**src/rtl/regfile_preloader.sv**
```systemverilog
// Boot-time register image loader: writes FIRST_REG..LAST_REG, reads them back, compares XOR checksums, then releases the CPU.
// Writes take one word per cycle whenever load_valid is high during WRITE; readback always takes LAST_REG-FIRST_REG+1 cycles.
module regfile_preloader #(
  parameter int DATA_WIDTH = 32,
  parameter int ADDR_WIDTH = 5,
  parameter int FIRST_REG  = 1,
  parameter int LAST_REG   = 31
) (
  input  logic                  clk,
  input  logic                  reset,
  input  logic                  start,
  input  logic                  load_valid,
  input  logic [DATA_WIDTH-1:0] load_data,
  output logic                  load_ready,
  output logic                  rf_we,
  output logic [ADDR_WIDTH-1:0] rf_wr_addr,
  output logic [DATA_WIDTH-1:0] rf_wr_data,
  output logic [ADDR_WIDTH-1:0] rf_rd_addr,
  input  logic [DATA_WIDTH-1:0] rf_rd_data,
  output logic                  cpu_hold,
  output logic                  done,
  output logic                  error
);

  typedef enum logic [2:0] {
    S_IDLE,
    S_WRITE,
    S_READBACK,
    S_DONE,
    S_ERROR
  } state_t;

  localparam logic [ADDR_WIDTH-1:0] FIRST_A = ADDR_WIDTH'(FIRST_REG);
  localparam logic [ADDR_WIDTH-1:0] LAST_A  = ADDR_WIDTH'(LAST_REG);
  localparam logic [ADDR_WIDTH:0]   FIRST_X = (ADDR_WIDTH + 1)'(FIRST_REG);
  localparam logic [ADDR_WIDTH:0]   LAST_X  = (ADDR_WIDTH + 1)'(LAST_REG);

  state_t                state;
  logic [DATA_WIDTH-1:0] wsum;
  logic [DATA_WIDTH-1:0] rsum;
  logic [DATA_WIDTH-1:0] rsum_next;
  logic                  in_range;
  logic                  accept;

  // Range guard keeps $r0 (and anything outside the image) unwritable even if the pointer were corrupted.
  assign in_range   = ({1'b0, rf_wr_addr} >= FIRST_X) && ({1'b0, rf_wr_addr} <= LAST_X);
  assign accept     = load_valid & load_ready & in_range;
  assign rf_we      = accept;
  assign rf_wr_data = load_data;
  assign rsum_next  = rsum ^ rf_rd_data;

  always_ff @(posedge clk) begin
    if (reset) begin
      state      <= S_IDLE;
      load_ready <= 1'b0;
      cpu_hold   <= 1'b1;
      done       <= 1'b0;
      error      <= 1'b0;
      rf_wr_addr <= FIRST_A;
      rf_rd_addr <= FIRST_A;
      wsum       <= '0;
      rsum       <= '0;
    end else begin
      case (state)
        S_IDLE: begin
          if (start) begin
            state      <= S_WRITE;
            load_ready <= 1'b1;
            rf_wr_addr <= FIRST_A;
            wsum       <= '0;
          end
        end
        S_WRITE: begin
          if (accept) begin
            wsum <= wsum ^ load_data;
            if (rf_wr_addr == LAST_A) begin
              state      <= S_READBACK;
              load_ready <= 1'b0;
              rf_rd_addr <= FIRST_A;
              rsum       <= '0;
            end else begin
              rf_wr_addr <= rf_wr_addr + 1'b1;
            end
          end
        end
        S_READBACK: begin
          rsum <= rsum_next;
          if (rf_rd_addr == LAST_A) begin
            if (rsum_next == wsum) begin
              state    <= S_DONE;
              done     <= 1'b1;
              cpu_hold <= 1'b0;
            end else begin
              state <= S_ERROR;
              error <= 1'b1;
            end
          end else begin
            rf_rd_addr <= rf_rd_addr + 1'b1;
          end
        end
        S_DONE: begin
          state <= S_DONE;
        end
        S_ERROR: begin
          // Retry is a full reload from the first register, not a resume.
          if (start) begin
            state      <= S_WRITE;
            error      <= 1'b0;
            load_ready <= 1'b1;
            rf_wr_addr <= FIRST_A;
            rf_rd_addr <= FIRST_A;
            wsum       <= '0;
            rsum       <= '0;
          end
        end
        default: begin
          state <= S_IDLE;
        end
      endcase
    end
  end

endmodule

```
**config.mk**
```make
export PLATFORM = sky130hd
export DESIGN_NAME = regfile_preloader
export DESIGN_NICKNAME = d
export VERILOG_FILES = /design/src/rtl/regfile_preloader.sv
export SDC_FILE = /design/constraint.sdc
export NUM_CORES = 1
export LEC_CHECK = 0
export CAP_MARGIN = 20
export CORE_ASPECT_RATIO = 0.6
export CORE_MARGIN = 10
export CORE_UTILIZATION = 48
export CTS_CLUSTER_DIAMETER = 120
export DETAILED_ROUTE_END_ITERATION = 10
export PLACE_DENSITY = 0.8
export SETUP_SLACK_MARGIN = 0.2
export SLEW_MARGIN = 20
export SYNTH_ARGS = -nofsm -noshare
export SYNTH_HDL_FRONTEND = slang
export SYNTH_SLANG_ARGS = --single-unit
```
**constraint.sdc**
```tcl
create_clock -name clk -period 2.48 [get_ports clk]
set_input_delay 0.62 -clock clk [delete_from_list [all_inputs] [get_ports clk]]
set_output_delay 0.62 -clock clk [all_outputs]
set_load 0.05 [all_outputs]
```
==> results.json, run 1 <==
{
  "cts_sinks": 81,
  "n_antenna_cell": 0,
  "syn2layout_area_growth_pct": 39.2,
  "antenna_left": 0,
  "vias_per_cell": 5.19,
  "gp_congestion": 0.845,
  "dp_worst_setup_slack_ps": -170,
  "synthArstFlopShare": 0,
  "placed_cells": 671,
  "final_max_slew_viol_count": 0,
  "critical_path_class": "reg2out",
  "rsz0062_at_grt": "false",
  "crit_path_cell_trace": "clkdlybuf4s50_1",
  "clkLatencyLatePin_ps": 340,
  "remaining_drc_errors": 0,
  "min_period_ps": 2240,
  "final_area_sq_um": 6270,
  "synth-seq-cells": 81,
  "synth_enable_flop_cells": 0,
  "holdCritStartpoint": "done",
  "nFillCells": 693,
  "cpPeakStageDelay_ps": 850,
  "outcome": "finished clean",
  "die_x_um": 145,
  "drt_pass1_iterations": 4,
  "boundaryPins": 115,
  "routed-via-count": 3570,
  "r2r_end": "rsum[25]",
  "path_buf_inv": 1,
  "peakVddDrop_mv": 0.346,
  "reg2regPathDepth": 9,
  "start_util": 0.492,
  "drive_above_1_share": 0.143,
  "grt_pass1_wl_mm": 19.3,
  "root_buffer": "clkbuf_16",
  "final_cell_mix": "81 x clkdlybuf4s50_1, 79 x dfxtp_1, 78 x nor2_1, 69 x xor2_1, 36 x o211ai_1",
  "ys.flop_type": "dfxtp_1",
  "routedWlPerCell_um": 17.2,
  "crit_fanout": 4,
  "htree_num_levels": 3,
  "yosys_warnings": 0,
  "hold_viol_final": 0,
  "leakage_nw": 2.46,
  "grt_antenna_before_repair": 0,
  "numCtsBuffers": 9,
  "hold_buffers": 0,
  "synth_cells": 470,
  "cp-end-kind": "primary output",
  "clkTransAtPathRegs_ps": 60,
  "reg2reg_from": "rf_wr_addr[0]",
  "rrSetupSlack_ps": 370,
  "io_buffers": 114,
  "final_common_cell": "clkdlybuf4s50_1",
  "ys_seq_area_frac": 0.360,
  "yosysUniqueCellTypes": 42,
  "die-area_sq_um": 13800,
  "groute.usage.overall": 0.174,
  "hold_path_depth": 2,
  "slew_headroom": 0.662,
  "core_sq_um": 9160,
  "start_kind": "flop",
  "dpl_cell_area_sq_um": 5940,
  "max_slew.worst_pin.slew_ps": 506,
  "final_nets": 626,
  "maxClockFrequency_ghz": 0.446,
  "total_power_mw": 4.16,
  "cts_tree": "done",
  "die_h_um": 95.0,
  "final_cell_count_no_fill": 688,
  "syn_avg_cell_area_sq_um": 9.58,
  "setup_viol": 0,
  "synth.net_count": 543,
  "crit_path_top_delay_cell": "clkdlybuf4s50_1",
  "cp.required_ps": 1860,
  "grt-ovfl-total": 0,
  "wirelength_mm": 11.8,
  "timing.final.ws_setup_ps": 240,
  "worst_clock_skew_ps": 6.34,
  "tns_ps": 0,
  "first_global_vias": 3669,
  "synth_area_sq_um": 4500,
  "grt_max_degree": 38,
  "row_count": 27,
  "critPathTopFamily": "buffers and inverters",
  "cts_buffer_depth": 2,
  "post-route-period-util": 0.903,
  "drtIter0Drc": 200,
  "min_to": "done",
  "worstPathArrival_ps": 1620,
  "maxCapViolations": 0,
  "power_per_cell_area_nw_per_um2": 664,
  "min_path_type": "reg2reg",
  "dp_hpwl_mm": 8.83
}
-- power by group --
part | total (mW) | switching (mW) | internal, mW
Sequential | 1.55 | 0.120 | 1.43
Combinational | 1.29 | 0.624 | 0.661
Clock | 1.33 | 0.526 | 0.803
-- state kept, by name, indices dropped and copies added, names as in the netlist --
| signal | count |
|---|---|
| done | 1 |
| load_ready | 1 |
| cpu_hold | 1 |
| rsum | 32 |
| rf_rd_addr | 5 |
| state | 3 |
| rf_wr_addr | 5 |
| wsum | 32 |
| error | 1 |
-- how the worst max path moves through the flow --
stage	startpoint	endpoint	slack, ps	depth (start not counted)
after floorplan	rf_wr_addr[3]	rf_rd_addr[1]	200	8
after global placement	rf_rd_data[29]	state[2]	-140	7
after detailed placement	rf_rd_data[29]	state[2]	-170	7
after CTS	rf_wr_addr[3]	rf_wr_addr[3]	230	1
after global routing	rf_wr_addr[3]	rf_wr_addr[3]	200	1
final	rf_wr_addr[3]	rf_wr_addr[3]	240	1
-- logic make-up after synthesis --
logic type / count (synthesis) / synth area share
buf+inv: 66 / 0.0856
xor+xnor: 111 / 0.283
fa+ha+maj: 5 / 0.0139
simple gates: 109 / 0.111
compound gates: 95 / 0.138
mux: 3 / 0.00806
flops: 81 / 0.360
-- layer usage --
metal	vias to the layer above	global-route usage	wire length [um]
li1	1737	-	-
met1	1702	0.224	5540
met2	122	0.275	5260
met3	9	0.0671	940
met4	0	0.0305	75
met5	-	0	0
-- Yosys cell counts, types with 7 or more instances --
cell	instances	area [sq um]
buf_2	14	70.1
buf_4	32	240
clkbuf_1	13	48.8
dfxtp_1	81	1620
nand4_1	7	43.8
nor2_1	78	293
o211ai_1	36	270
o21ai_0	24	120
o21ai_1	15	75.1
xnor2_1	20	175
xnor3_1	22	495
xor2_1	69	604
-- layout make-up --
cell class                      instances  area (sq um)  share of cell area
Timing Repair Buffer                  132          1640               0.261
Tap cell                              130           163              0.0259
Clock buffer                           11           243              0.0387
Sequential cell                        81          1620               0.259
Inverter                                6          22.5             0.00359
Clock inverter                          5          55.1             0.00878
Multi-Input combinational cell        323          2530               0.403
-- timing repair --
action                                  CTS  global route
pin swaps                                 1             1
setup buffers                             1             0
cloned                                    0             0
endpoints found under the setup margin    6             3
gates resized for setup                   1             2
-- per-stage QoR --
stage	util	hold WS (ps)
after global routing	0.685	522
after global placement	0.649	464
final	0.685	490
after CTS	0.683	487
after floorplan	-	481
after detailed placement	0.649	475
No activity file was read; power rests on OpenSTA's default activity.
==> inputs of run 2 (changes only) <==
CELL_PAD_IN_SITES_DETAIL_PLACEMENT = 1   (was not set)
CELL_PAD_IN_SITES_GLOBAL_PLACEMENT = 1   (was not set)
CORE_MARGIN = not set   (was 10)
CORE_UTILIZATION = 37   (was 48)
PLACE_DENSITY = 0.81   (was 0.8)
==> run 2 against run 1 <==
  * Utilization decreased by 13 points
  * Hold slack improved by 22 ps
  * Non-clock buffer count increased by 11
  * Register-to-register slack got worse by 130 ps
  * Count of clock-buffer cells in the layout increased by 1
  * Fmax decreased by 1.4%
  * Sequential share of layout area decreased by 0.69 points
  * Die area decreased by 8.4%
  * Clock skew decreased by 1.4 ps
  * Sequential power about the same
  * Largest power group unchanged
  * Highest routed layer unchanged
==> results.json, run 2 (synthesized netlist as in run 1, its figures left out) <==
{
  "root_buffer": "clkbuf_16",
  "worstPathArrival_ps": 1650,
  "remaining_drc_errors": 0,
  "critical_path_class": "reg2out",
  "critPathTopFamily": "buffers and inverters",
  "final_max_slew_viol_count": 0,
  "reg2reg_from": "state[0]",
  "drive_above_1_share": 0.167,
  "hold_buffers": 0,
  "timing.critical_path.from": "rf_wr_addr[3]",
  "final_area_sq_um": 6460,
  "multiInputGateArea_sq_um": 2540,
  "dp_worst_setup_slack_ps": -91.5,
  "io_buffers": 114,
  "max_slew.worst_pin.slew_ps": 515,
  "clkLatencyLatePin_ps": 340,
  "grt_pass1_wl_mm": 21.8,
  "die_h_um": 87.4,
  "die-area_sq_um": 12600,
  "gp_congestion": 0.776,
  "cp.required_ps": 1860,
  "worst_clock_skew_ps": 4.94,
  "power_per_cell_area_nw_per_um2": 668,
  "final_common_cell": "clkdlybuf4s50_1",
  "hold_viol_final": 0,
  "row_count": 30,
  "core_sq_um": 11600,
  "regArea_sq_um": 1630,
  "final_nets": 637,
  "antenna_left": 0,
  "crit_fanout": 4,
  "n_antenna_cell": 0,
  "maxCapViolations": 0,
  "cts_buffer_depth": 2,
  "nFillCells": 1278,
  "dp_hpwl_mm": 10.3,
  "peakVddDrop_mv": 0.388,
  "start_kind": "flop",
  "boundaryPins": 115,
  "cts_tree": "done",
  "outcome": "finished clean",
  "vias_per_cell": 5.18,
  "die_x_um": 144,
  "slew_headroom": 0.655,
  "largestRegisters": "rsum x32, wsum x32",
  "start_util": 0.389,
  "crit_path_top_delay_cell": "clkdlybuf4s50_1",
  "cp-end-kind": "primary output",
  "first_global_vias": 4174,
  "min_path_type": "reg2reg",
  "cts_sinks": 81,
  "rsz0062_at_grt": "false",
  "tns_ps": 0,
  "syn2layout_area_growth_pct": 43.5,
  "numCtsBuffers": 9,
  "grt_antenna_before_repair": 0,
  "htree_num_levels": 3,
  "crit_path_cell_trace": "clkdlybuf4s50_1",
  "post-route-period-util": 0.916,
  "clkTransAtPathRegs_ps": 60,
  "dpl_cell_area_sq_um": 6000,
  "holdCritStartpoint": "rf_rd_addr[4]",
  "holdWs_ps": 512,
  "drt_pass1_iterations": 5,
  "setup_viol": 0,
  "cpPeakStageDelay_ps": 850,
  "path_buf_inv": 1,
  "grt-ovfl-total": 0,
  "leakage_nw": 2.55,
  "drtIter0Drc": 220,
  "routedWlPerCell_um": 19.8,
  "min_period_ps": 2270,
  "final_cell_mix": "80 x clkdlybuf4s50_1, 79 x dfxtp_1, 78 x nor2_1, 69 x xor2_1",
  "wirelength_mm": 14.4,
  "routed-via-count": 3774,
  "timing.final.ws_setup_ps": 208,
  "grt_max_degree": 27,
  "groute.usage.overall": 0.231,
  "maxClockFrequency_ghz": 0.440
}
run 2: cell types whose count changed in the layout (fill, tap and decap cells not counted), moves of 2 or more:
| cell | previous run | this run |
|---|---|---|
| buf_4 | 15 | 23 |
| dfxtp_2 | 2 | 0 |
| dfxtp_4 | 0 | 2 |
| o21ai_0 | 24 | 22 |
| o21ai_1 | 15 | 17 |
run 2: path summary, 6_finish.rpt:
path                    to  slack [ps]  cells after the start
min          rf_rd_addr[4]         510                      2
max reg2reg  rf_wr_addr[1]         240                      5
min reg2reg  rf_rd_addr[4]         510                      2
max          rf_wr_addr[3]         210                      1
run 2: through the flow:
step                      instances   util  power (mW)
after floorplan                 470      -        2.42
after global placement          705  0.519        2.84
after detailed placement        705  0.519        2.90
after CTS                       722  0.547        4.28
after global routing            729  0.559        4.48
final                           729  0.559        4.31
run 2: repair_timing:
action,CTS,global route
resized for setup,1,16
pin swaps,1,4
endpoints found under the setup margin,2,42
setup buffers,1,6
gates cloned,0,1
run 2: final cells by class:
| cell class | instances | share of cell area |
|---|---|---|
| clock buffer | 12 | 0.0397 |
| multi-input combinational | 323 | 0.394 |
| inverter | 6 | 0.00349 |
| sequential | 81 | 0.252 |
| tap | 160 | 0.0310 |
| timing repair buffer | 143 | 0.272 |
| clock inverter | 4 | 0.00794 |
run 2: per-layer routing:
| layer | up-vias | GRT usage | wire, um |
|---|---|---|---|
| met5 | - | 0 | 0 |
| met4 | 0 | 0.0794 | 189 |
| met3 | 20 | 0.0550 | 813 |
| met2 | 114 | 0.395 | 6780 |
| met1 | 1884 | 0.287 | 6650 |
| li1 | 1756 | - | - |
run 2: where the power goes:
| group | leakage [nW] | internal [mW] | switching (mW) |
|---|---|---|---|
| clock | 0.149 | 0.835 | 0.537 |
| combinational | 1.74 | 0.686 | 0.698 |
| sequential | 0.661 | 1.43 | 0.127 |
==> inputs of run 3 (changes only) <==
CAP_MARGIN = not set   (was 20)
==> results of run 3 <==
The final DEF is identical to that of run 2; final timing and power are the same.
